--- src/rtl/mux_pipe_nto1_pkg.sv ---
// Shared definitions for the pipelined N:1 multiplexer: select-width helper
// and the fill value used when an out-of-range select is accepted.
package mux_defs;

  // N=2 still needs one select bit; $clog2(2) would also give 1, but N=1 would not.
  function automatic int sel_width(input int n);
    return (n <= 2) ? 1 : $clog2(n);
  endfunction

  localparam logic SEL_FILL_BIT = 1'b0;

endpackage

--- src/rtl/mux_pipe_nto1_comb.sv ---
// Pure combinational N:1 selector; flags selects that do not name an input.
module mux_comb_nto1
  import mux_defs::*;
#(
  parameter int WIDTH = 8,
  parameter int N     = 4,
  parameter int SEL_W = sel_width(N)
) (
  input  logic [N*WIDTH-1:0] data_in,
  input  logic [SEL_W-1:0]   sel,
  output logic [WIDTH-1:0]   data_out,
  output logic               sel_oob
);

  assign sel_oob = (int'(sel) >= N);

  always_comb begin
    // NOTE: default assignment first so no path through the loop leaves data_out unassigned (no latch).
    data_out = {WIDTH{SEL_FILL_BIT}};
    for (int k = 0; k < N; k++) begin
      if (sel == SEL_W'(k)) data_out = data_in[k*WIDTH +: WIDTH];
    end
  end

endmodule

--- src/rtl/mux_pipe_nto1.sv ---
// Registered N:1 mux with valid/ready on both sides and a sticky select-error flag.
// Define MUX_SKID_EN to add a skid entry and make in_ready a registered signal.
module mux_pipe_nto1
  import mux_defs::*;
#(
  parameter int WIDTH = 8,
  parameter int N     = 4,
  parameter int SEL_W = sel_width(N)
) (
  input  logic               clk,
  input  logic               rst,
  input  logic [N*WIDTH-1:0] in_data,
  input  logic [SEL_W-1:0]   in_sel,
  input  logic               in_valid,
  output logic               in_ready,
  output logic [WIDTH-1:0]   out_data,
  output logic               out_valid,
  input  logic               out_ready,
  output logic               sel_err
);

  logic [WIDTH-1:0] sel_data;
  logic             sel_oob;
  logic             accept;

  mux_comb_nto1 #(.WIDTH(WIDTH), .N(N), .SEL_W(SEL_W)) u_sel (
    .data_in  (in_data),
    .sel      (in_sel),
    .data_out (sel_data),
    .sel_oob  (sel_oob)
  );

  assign accept = in_valid && in_ready;

  // NOTE: sequential state is always assigned with <= so every flop samples pre-edge values.
  always_ff @(posedge clk) begin
    if (rst)                    sel_err <= 1'b0;
    else if (accept && sel_oob) sel_err <= 1'b1;
  end

`ifdef MUX_SKID_EN
  logic             skid_valid;
  logic [WIDTH-1:0] skid_data;

  // Only the rst gate is combinational; nothing from out_ready reaches in_ready.
  assign in_ready = !rst && !skid_valid;

  always_ff @(posedge clk) begin
    if (rst) begin
      out_valid  <= 1'b0;
      out_data   <= '0;
      skid_valid <= 1'b0;
      // NOTE: data registers are reset too, since out_data is required to read zero after reset.
      skid_data  <= '0;
    end else if (skid_valid) begin
      // Skid drains first; no accept is possible while it is occupied.
      if (out_ready) begin
        out_data   <= skid_data;
        skid_valid <= 1'b0;
      end
    end else if (accept) begin
      if (!out_valid || out_ready) begin
        out_data  <= sel_data;
        out_valid <= 1'b1;
      end else begin
        skid_data  <= sel_data;
        skid_valid <= 1'b1;
      end
    end else if (out_ready) begin
      out_valid <= 1'b0;
    end
  end
`else
  assign in_ready = !rst && (!out_valid || out_ready);

  always_ff @(posedge clk) begin
    if (rst) begin
      out_valid <= 1'b0;
      out_data  <= '0;
    end else if (accept) begin
      out_data  <= sel_data;
      out_valid <= 1'b1;
    end else if (out_ready) begin
      out_valid <= 1'b0;
    end
  end
`endif

endmodule
--- config.mk ---
export PLATFORM = sky130hd
export DESIGN_NAME = mux_pipe_nto1
export DESIGN_NICKNAME = d
export VERILOG_FILES = /design/src/rtl/mux_pipe_nto1_pkg.sv /design/src/rtl/mux_pipe_nto1_comb.sv /design/src/rtl/mux_pipe_nto1.sv
export SDC_FILE = /design/constraint.sdc
export NUM_CORES = 1
export LEC_CHECK = 0
export ABC_AREA = 1
export CAP_MARGIN = 20
export CORE_MARGIN = 2
export CORE_UTILIZATION = 33
export DETAILED_ROUTE_END_ITERATION = 8
export GPL_TIMING_DRIVEN = 0
export PLACE_DENSITY = 0.79
export SETUP_SLACK_MARGIN = 0.15
export SKIP_CTS_REPAIR_TIMING = 1
export SLEW_MARGIN = 20
export SYNTH_ARGS = -nofsm -noshare
export SYNTH_HDL_FRONTEND = slang
export SYNTH_HIERARCHICAL = 1
export SYNTH_SLANG_ARGS = --single-unit
--- constraint.sdc ---
create_clock -name clk -period 0.8 [get_ports clk]
set_input_delay 0.16 -clock clk [delete_from_list [all_inputs] [get_ports clk]]
set_output_delay 0.16 -clock clk [all_outputs]
set_load 0.01 [all_outputs]
; Yosys cells after proc, flatten, opt, wreduce, memory -nomap -nowiden
; Cells that the tools add are included.
[classes]
n_mux = 6
eq_ne = 3
n_reduce_logical = 7
[ops]
columns = cell, count
row1 = $mux W8, 4
row2 = $eq A2 B2 Y1 const B, 2
row3 = $eq A2 B1 Y1 const B, 1
row4 = $logic_and A1 B1 Y1, 2
row5 = $logic_not A1 Y1, 2
row6 = $logic_not A2 Y1, 1
row7 = $mux W1, 2
row8 = $reduce_bool A2 Y1, 1
row9 = $logic_or A1 B1 Y1, 1
[word_totals]
wordCells = 18
in_bits = 38
output_inout_bits = 11
reg_bits = 9

; Logic depth before layout (Yosys ltp)
; Gate-level depths: netlist of the first run.
[logic_depth]
ltp_word = 5
ltp_mapped = 6

; Hierarchy
; Netlist of the first run, hierarchy kept.
[by_module_without_submodules]
columns = module, cells_each, instances, seq_area_each_um2, area_per_inst_um2
row1 = mux_pipe_nto1, 46, 1, 200.2, 366.6
row2 = mux_comb_nto1, 49, 1, 0.0, 275.3

; Least setup slack after synthesis of the first run
; Ideal clock, no wire load.
[synth_timing]
path_type = reg-to-reg
startpoint = register out_valid
endpoint = register out_data[0]
setup_time_ns = 0.113
period_less_slack_ns = 0.871
slack_ns = -0.071
path_stages_with_launch = 6
arrival_ns = 0.758
n_path_buf = 0
cell_sequence = dfxtp_1 -> nand2_2 -> nand3_4 -> inv_2 -> nand2_1 -> nand2_1
[synth_via]
elab_chain_len = 4
[synth_rtl]
columns = item, line_no
row1 = start: declaration, mux_pipe_nto1.sv:17  ; output logic out_valid,
row2 = start signal: assignment, mux_pipe_nto1.sv:78  ; out_valid <= 1'b0;
row3 = start signal: assignment, mux_pipe_nto1.sv:82  ; out_valid <= 1'b1;
row4 = start signal: assignment, mux_pipe_nto1.sv:84  ; out_valid <= 1'b0;
row5 = $logic_not A1 Y1, mux_pipe_nto1.sv:74  ; assign in_ready = !rst && (!out_valid || out_ready);
row6 = $logic_or A1 B1 Y1, mux_pipe_nto1.sv:74
row7 = $logic_and A1 B1 Y1, mux_pipe_nto1.sv:74
row8 = $logic_and A1 B1 Y1, mux_pipe_nto1.sv:33  ; assign accept = in_valid && in_ready;
row9 = end signal: assignment, mux_pipe_nto1.sv:81  ; out_data <= sel_data;
row10 = end: declaration, mux_pipe_nto1.sv:16  ; output logic [WIDTH-1:0] out_data,
; No other way between the ends.
; A chain may end at the register's enable or synchronous reset.

; Final worst setup path of the first run
[layout_timing]
startpoint = input out_ready
endpoint = output in_ready
[layout_via]
elab_chain_len = 2
[layout_rtl]
columns = item, line_no
row1 = start: declaration, mux_pipe_nto1.sv:18  ; input logic out_ready,
row2 = $logic_or A1 B1 Y1, mux_pipe_nto1.sv:74
row3 = $logic_and A1 B1 Y1, mux_pipe_nto1.sv:74
row4 = end: declaration, mux_pipe_nto1.sv:15  ; output logic in_ready,
; No other way between the ends.

==> results.yml, run 1 <==
yosys:
  avgSynthCellArea_um2: 6.76
  synth_top_cell_area_share: 0.312
  synthesis.area_um2: 642
  synth_cells: 95
  synth_top_area_cell: "dfxtp_1"
  yosysUniqueCellTypes: 14
  ys_ff_latch: 10
  syn-num-nets: 133
  yosys-top-cells-area: "dfxtp_1, nand3_1, nand2_1"
  yosysSeqAreaShare: 0.312
  synth_warnings: 6
final_layout:
  fillCellCount: 158
  register_area_um2: 211
  finalNonFillerCells: 171
  drive_gt1_frac: 0.267
  final_nets: 185
  areaGrowthSynthToFinish_pct: 86.5
  num_antenna_cells: 0
  multiInputGateArea_um2: 368
routing:
  first_iter_violations: 3
  drt.antenna.violating_nets: 0
  num_vias: 836
  totalWireLength_um: 1880
  firstDrtPassIters: 4
  viasPerCell: 4.89
  wl_per_cell_um: 11.0
  drcViolationCount: 0
setup_path:
  critPathLaunchType: "input pin"
  cp.arrival_ns: 0.91
  worstPathMaxFanout: 2
  setup.worst_path.end_class: "primary output"
  criticalPathCategory: "input pin to primary output"
  r2r_slack_ns: -0.07
  required_ns: 0.64
placement:
  dpl.hpwl_um: 1580
  dp.cells: 166
  io_buffers: 46
  place_congestion: 0.691
  pre_cts_slack_ns: -0.667
outcome:
  status: "finished, violations left"
  failed_checks: "negative setup slack"
sta:
  rsz0062_at_grt: "yes"
  fin_skew_ns: 0.00405
  setup_viol: 20
  setup_tns_ns: -3.08
  hold_violations: 0
  maxSlewViolCount: 0
  finalCriticalPeriod_ns: 1.07
  setup_ws_ns: -0.271
  fmax_mhz: 934
  min_period_over_period: 1.34
floorplanning:
  pin_count: 49
  dieWidth_um: 48.1
  core_area_mm2: 0.00178
  initial_core_util: 0.360
  die_area_mm2: 0.00231
  rows: 15
  die_h_um: 48.1
clock_network:
  cts_sinks: 10
  tritoncts: "done"
  htree_levels: 1
  ctsRootBufferMaster: "clkbuf_4"
  clock_path_buffers: 2
  path_clk_slew_ns: 0.07
  worst_skew_pair.late_latency_ns: 0.26
  numCtsBuffers: 3
global_route:
  grt_remaining_overflow: 0
  grt_antenna_before_repair: 0
  grt_pass1_wl_um: 2800
  grt_pass1_vias: 735
  grt_max_degree: 11
  gr-usage-all-layers: 0.171
power_and_ir_drop:
  peakVddDrop_uv: 601
  p_leak_uw: 0.000522
  power_density_mw_per_mm2: 1260
min_path:
  hp-class: "input pin to flip-flop"
job:
  max_cap_viol_count: 0
## worst max-delay path, cell delays in order
cell and delay, ns:
clkdlybuf4s50_1 0.49, nor2_2 0.05, nor2_2 0.08, buf_2 0.13
## layout make-up
| type | instances | area share |
|---|---|---|
| tap | 25 | 0.0261 |
| multi-input combinational | 73 | 0.307 |
| timing repair buffer | 47 | 0.392 |
| sequential | 10 | 0.177 |
| buffer | 5 | 0.0439 |
| inverter | 7 | 0.0240 |
| clock buffer | 4 | 0.0303 |
## stage by stage
stage	hold WS [ns]	cell area [um^2]	util	total power [uW]
2_1_floorplan	0.222	648	-	766
3_3_place_gp	0.440	1140	0.639	1050
3_5_place_dp	0.451	1140	0.639	1060
4_1_cts	0.312	1180	0.660	1510
5_1_grt	0.332	1200	0.672	1590
6_report	0.314	1200	0.672	1510
## logic make-up after synthesis
logic type / synth area share
AOI/OAI and AO/OA: 0.0156
other: 0.00584
and+or+nand+nor: 0.544
DFF: 0.312
buffers and inverters: 0.123
## registers in the layout, summed over array words and instances (netlist names)
name	count
out_valid	1
sel_err	1
out_data	8
## Yosys cell counts
cell type and count:
a21oi_1 2, buf_4 1, buf_6 4, conb_1 1
dfxtp_1 10, inv_1 3, inv_2 4, nand2_1 24
nand2_2 1, nand3_1 32, nand3_4 1, nand4_1 9
nor2_1 2, nor2_4 1
## final timing paths
path | startpoint | endpoint | depth (start not counted)
setup / recovery | out_ready | in_ready | 4
setup reg to reg | out_valid$_SDFFE_PP0P_ | out_data[7]$_SDFFE_PP0P_ | 5
hold / removal | in_sel[0] | out_data[3]$_SDFFE_PP0P_ | 5
hold reg to reg | sel_err$_SDFFE_PP0P_ | sel_err$_SDFFE_PP0P_ | 2
## layout by cell type, fill, tap and decap left out
cell             netlist  final
clkdlybuf4s50_1        0     35
nand3_1               32     32
nand2_1               24     24
buf_6                  4     13
nand4_1                9      9
dfxtp_2                0      9
inv_1                  3      3
inv_2                  4      3
clkbuf_4               0      3
nor2_2                 0      2
a21oi_1                2      2
buf_2                  0      2
buf_4                  1      2
nand2_2                1      1
nand3_4                1      1
inv_4                  0      1
clkbuf_8               0      1
dfxtp_1               10      1
nor2_4                 1      1
conb_1                 1      1
## routing by layer
layer | wire length [um] | global-route usage | share of wire
met4 | 0 | 0.0757 | 0
met3 | 192 | 0.0333 | 0.10
met2 | 945 | 0.312 | 0.50
met1 | 739 | 0.190 | 0.39
met5 | 0 | 0 | 0
## power by group
group / total (uW) / leakage [uW] / switching, uW / internal, uW
clock network: 445 / 0.0000210 / 169 / 276
registers: 572 / 0.0000857 / 26.9 / 545
logic: 493 / 0.000415 / 192 / 302
total: 1510 / 0.000522 / 388 / 1120
No activity file was read; power rests on OpenSTA's default activity.
==> run 2: changes to the inputs <==
TNS_END_PERCENT = 1   (was unset)
==> run 2 against run 1 <==
  * Utilization increased by 0.56 points
  * The run still ends with negative setup slack left
  * Highest routed layer is now met4
  * Via count shrank 0.36%
  * Combinational power rose by 1%
  * Critical endpoint unchanged
  * Flip-flop and latch count unchanged
  * Routed wire length up 0.96%
  * Clock power is 26% lower
  * Register-to-register slack about the same
  * Critical path type is now flip-flop to primary output
  * Largest power group unchanged
  * Clock skew fell by 0.0032 ns
  * Critical path depth unchanged
  * Largest cell class unchanged
  * Sequential power is essentially flat
  * Count of clock-buffer cells in the layout shrank 1
==> results.yml, run 2 (synthesis gave the netlist of run 1 again) <==
placement:
  dpl.hpwl_um: 1540
  dp.cells: 166
  io_buffers: 46
  place_congestion: 0.683
  pre_cts_slack_ns: -0.693
sta:
  min_period_over_period: 1.36
  fmax_mhz: 921
  setup_ws_ns: -0.285
  rsz0062_at_grt: "yes"
  setup_viol: 20
  holdWs_ns: 0.197
  hold_violations: 0
  fin_skew_ns: 0.000830
  finalCriticalPeriod_ns: 1.09
  maxSlewViolCount: 0
min_path:
  holdCritStartpoint: "rst"
  hp-class: "input pin to flip-flop"
routing:
  num_vias: 833
  totalWireLength_um: 1900
  wl_per_cell_um: 11.1
  wl_met2_um: 953
  viasPerCell: 4.87
  met3_length_um: 175
  drt.antenna.violating_nets: 0
  first_iter_violations: 18
  drcViolationCount: 0
  m1WireLength_um: 739
  firstDrtPassIters: 4
  top_layer: "met4"
setup_path:
  worstPathMaxFanout: 3
  critPathLaunch: "out_valid$_SDFFE_PP0P_"
  criticalPathCategory: "flip-flop to primary output"
  reg2reg_from: "out_valid$_SDFFE_PP0P_"
  setup.worst_path.end_class: "primary output"
  cp.arrival_ns: 0.93
  required_ns: 0.64
  critPathLaunchType: "flip-flop"
final_layout:
  top_regs: "out_data (8), out_valid (1), sel_err (1)"
  largest_reg_flops: 8
  num_antenna_cells: 0
  drive_gt1_frac: 0.267
  fillCellCount: 164
  final_nets: 186
  largest-register: "out_data"
  utilization: 0.677
  multiInputGateArea_um2: 365
  final_cell_mix: "nand3_1, clkdlybuf4s50_1, nand2_1, buf_6, dfxtp_2"
  areaGrowthSynthToFinish_pct: 88.1
  register_area_um2: 213
  finalNonFillerCells: 171
floorplanning:
  core_area_mm2: 0.00178
  initial_core_util: 0.360
  dieWidth_um: 48.1
  rows: 15
  die_area_mm2: 0.00231
  pin_count: 49
  die_h_um: 48.1
outcome:
  status: "finished, violations left"
  failed_checks: "negative setup slack"
power_and_ir_drop:
  p_leak_uw: 0.000560
  power_density_mw_per_mm2: 1160
  peakVddDrop_uv: 588
  p_total_uw: 1400
clock_network:
  ctsRootBufferMaster: "clkbuf_4"
  clock_path_buffers: 2
  numCtsBuffers: 3
  worst_skew_pair.late_latency_ns: 0.26
  cts_sinks: 10
  tritoncts: "done"
  htree_levels: 1
  path_clk_slew_ns: 0.06
global_route:
  gr-usage-all-layers: 0.182
  grt_antenna_before_repair: 0
  grt_pass1_wl_um: 2970
  grt_pass1_vias: 735
  grt_remaining_overflow: 0
  grt_max_degree: 11
job:
  max_cap_viol_count: 0
==> run 2: changes by cell type in the layout (fill, tap and decap cells not counted), sizes merged <==
cell / before / now
clkdlybuf4s50: 35 / 32
dlymetal6s2s: 0 / 4
clkbuf: 4 / 3
==> run 2: through the flow <==
stage / area (um^2) / TNS, ns
after floorplan: 643 / -0.120
after global placement: 1130 / -7.33
after detailed placement: 1130 / -7.43
after CTS: 1160 / -7.83
after global routing: 1210 / -2.39
final: 1210 / -1.43
==> run 2: cell type report <==
type	instances	share of cell area
inverters	7	0.0259
repair buffers	48	0.407
multi-input cells	73	0.303
flip-flops and latches	10	0.176
plain buffers	5	0.0435
clock buffers	3	0.0187
well taps	25	0.0259
==> run 2: worst max-delay path, cell delays in order, from the launching register on <==
cell     delay, ns
dfxtp_2       0.35
inv_2         0.04
nor2_2        0.10
nor2_1        0.04
buf_2         0.14
==> run 2: path summary, 6_finish.rpt <==
kind	to	slack [ns]	cells past startpoint
max	in_ready	-0.29	4
min	sel_err$_SDFFE_PP0P_	0.20	2
max reg2reg	out_data[5]$_SDFFE_PP0P_	-0.07	5
min reg2reg	sel_err$_SDFFE_PP0P_	0.46	2
==> run 2: report_power, final <==
group	switching (uW)	internal, uW	total (uW)
clock network	157	173	330
logic	192	307	498
registers	27.5	547	574
total	376	1030	1400
==> run 2: routing by layer <==
metal,vias up,track usage
li1,430,-
met1,350,0.213
met2,49,0.320
met3,4,0.0333
met4,0,0.0811
met5,-,0
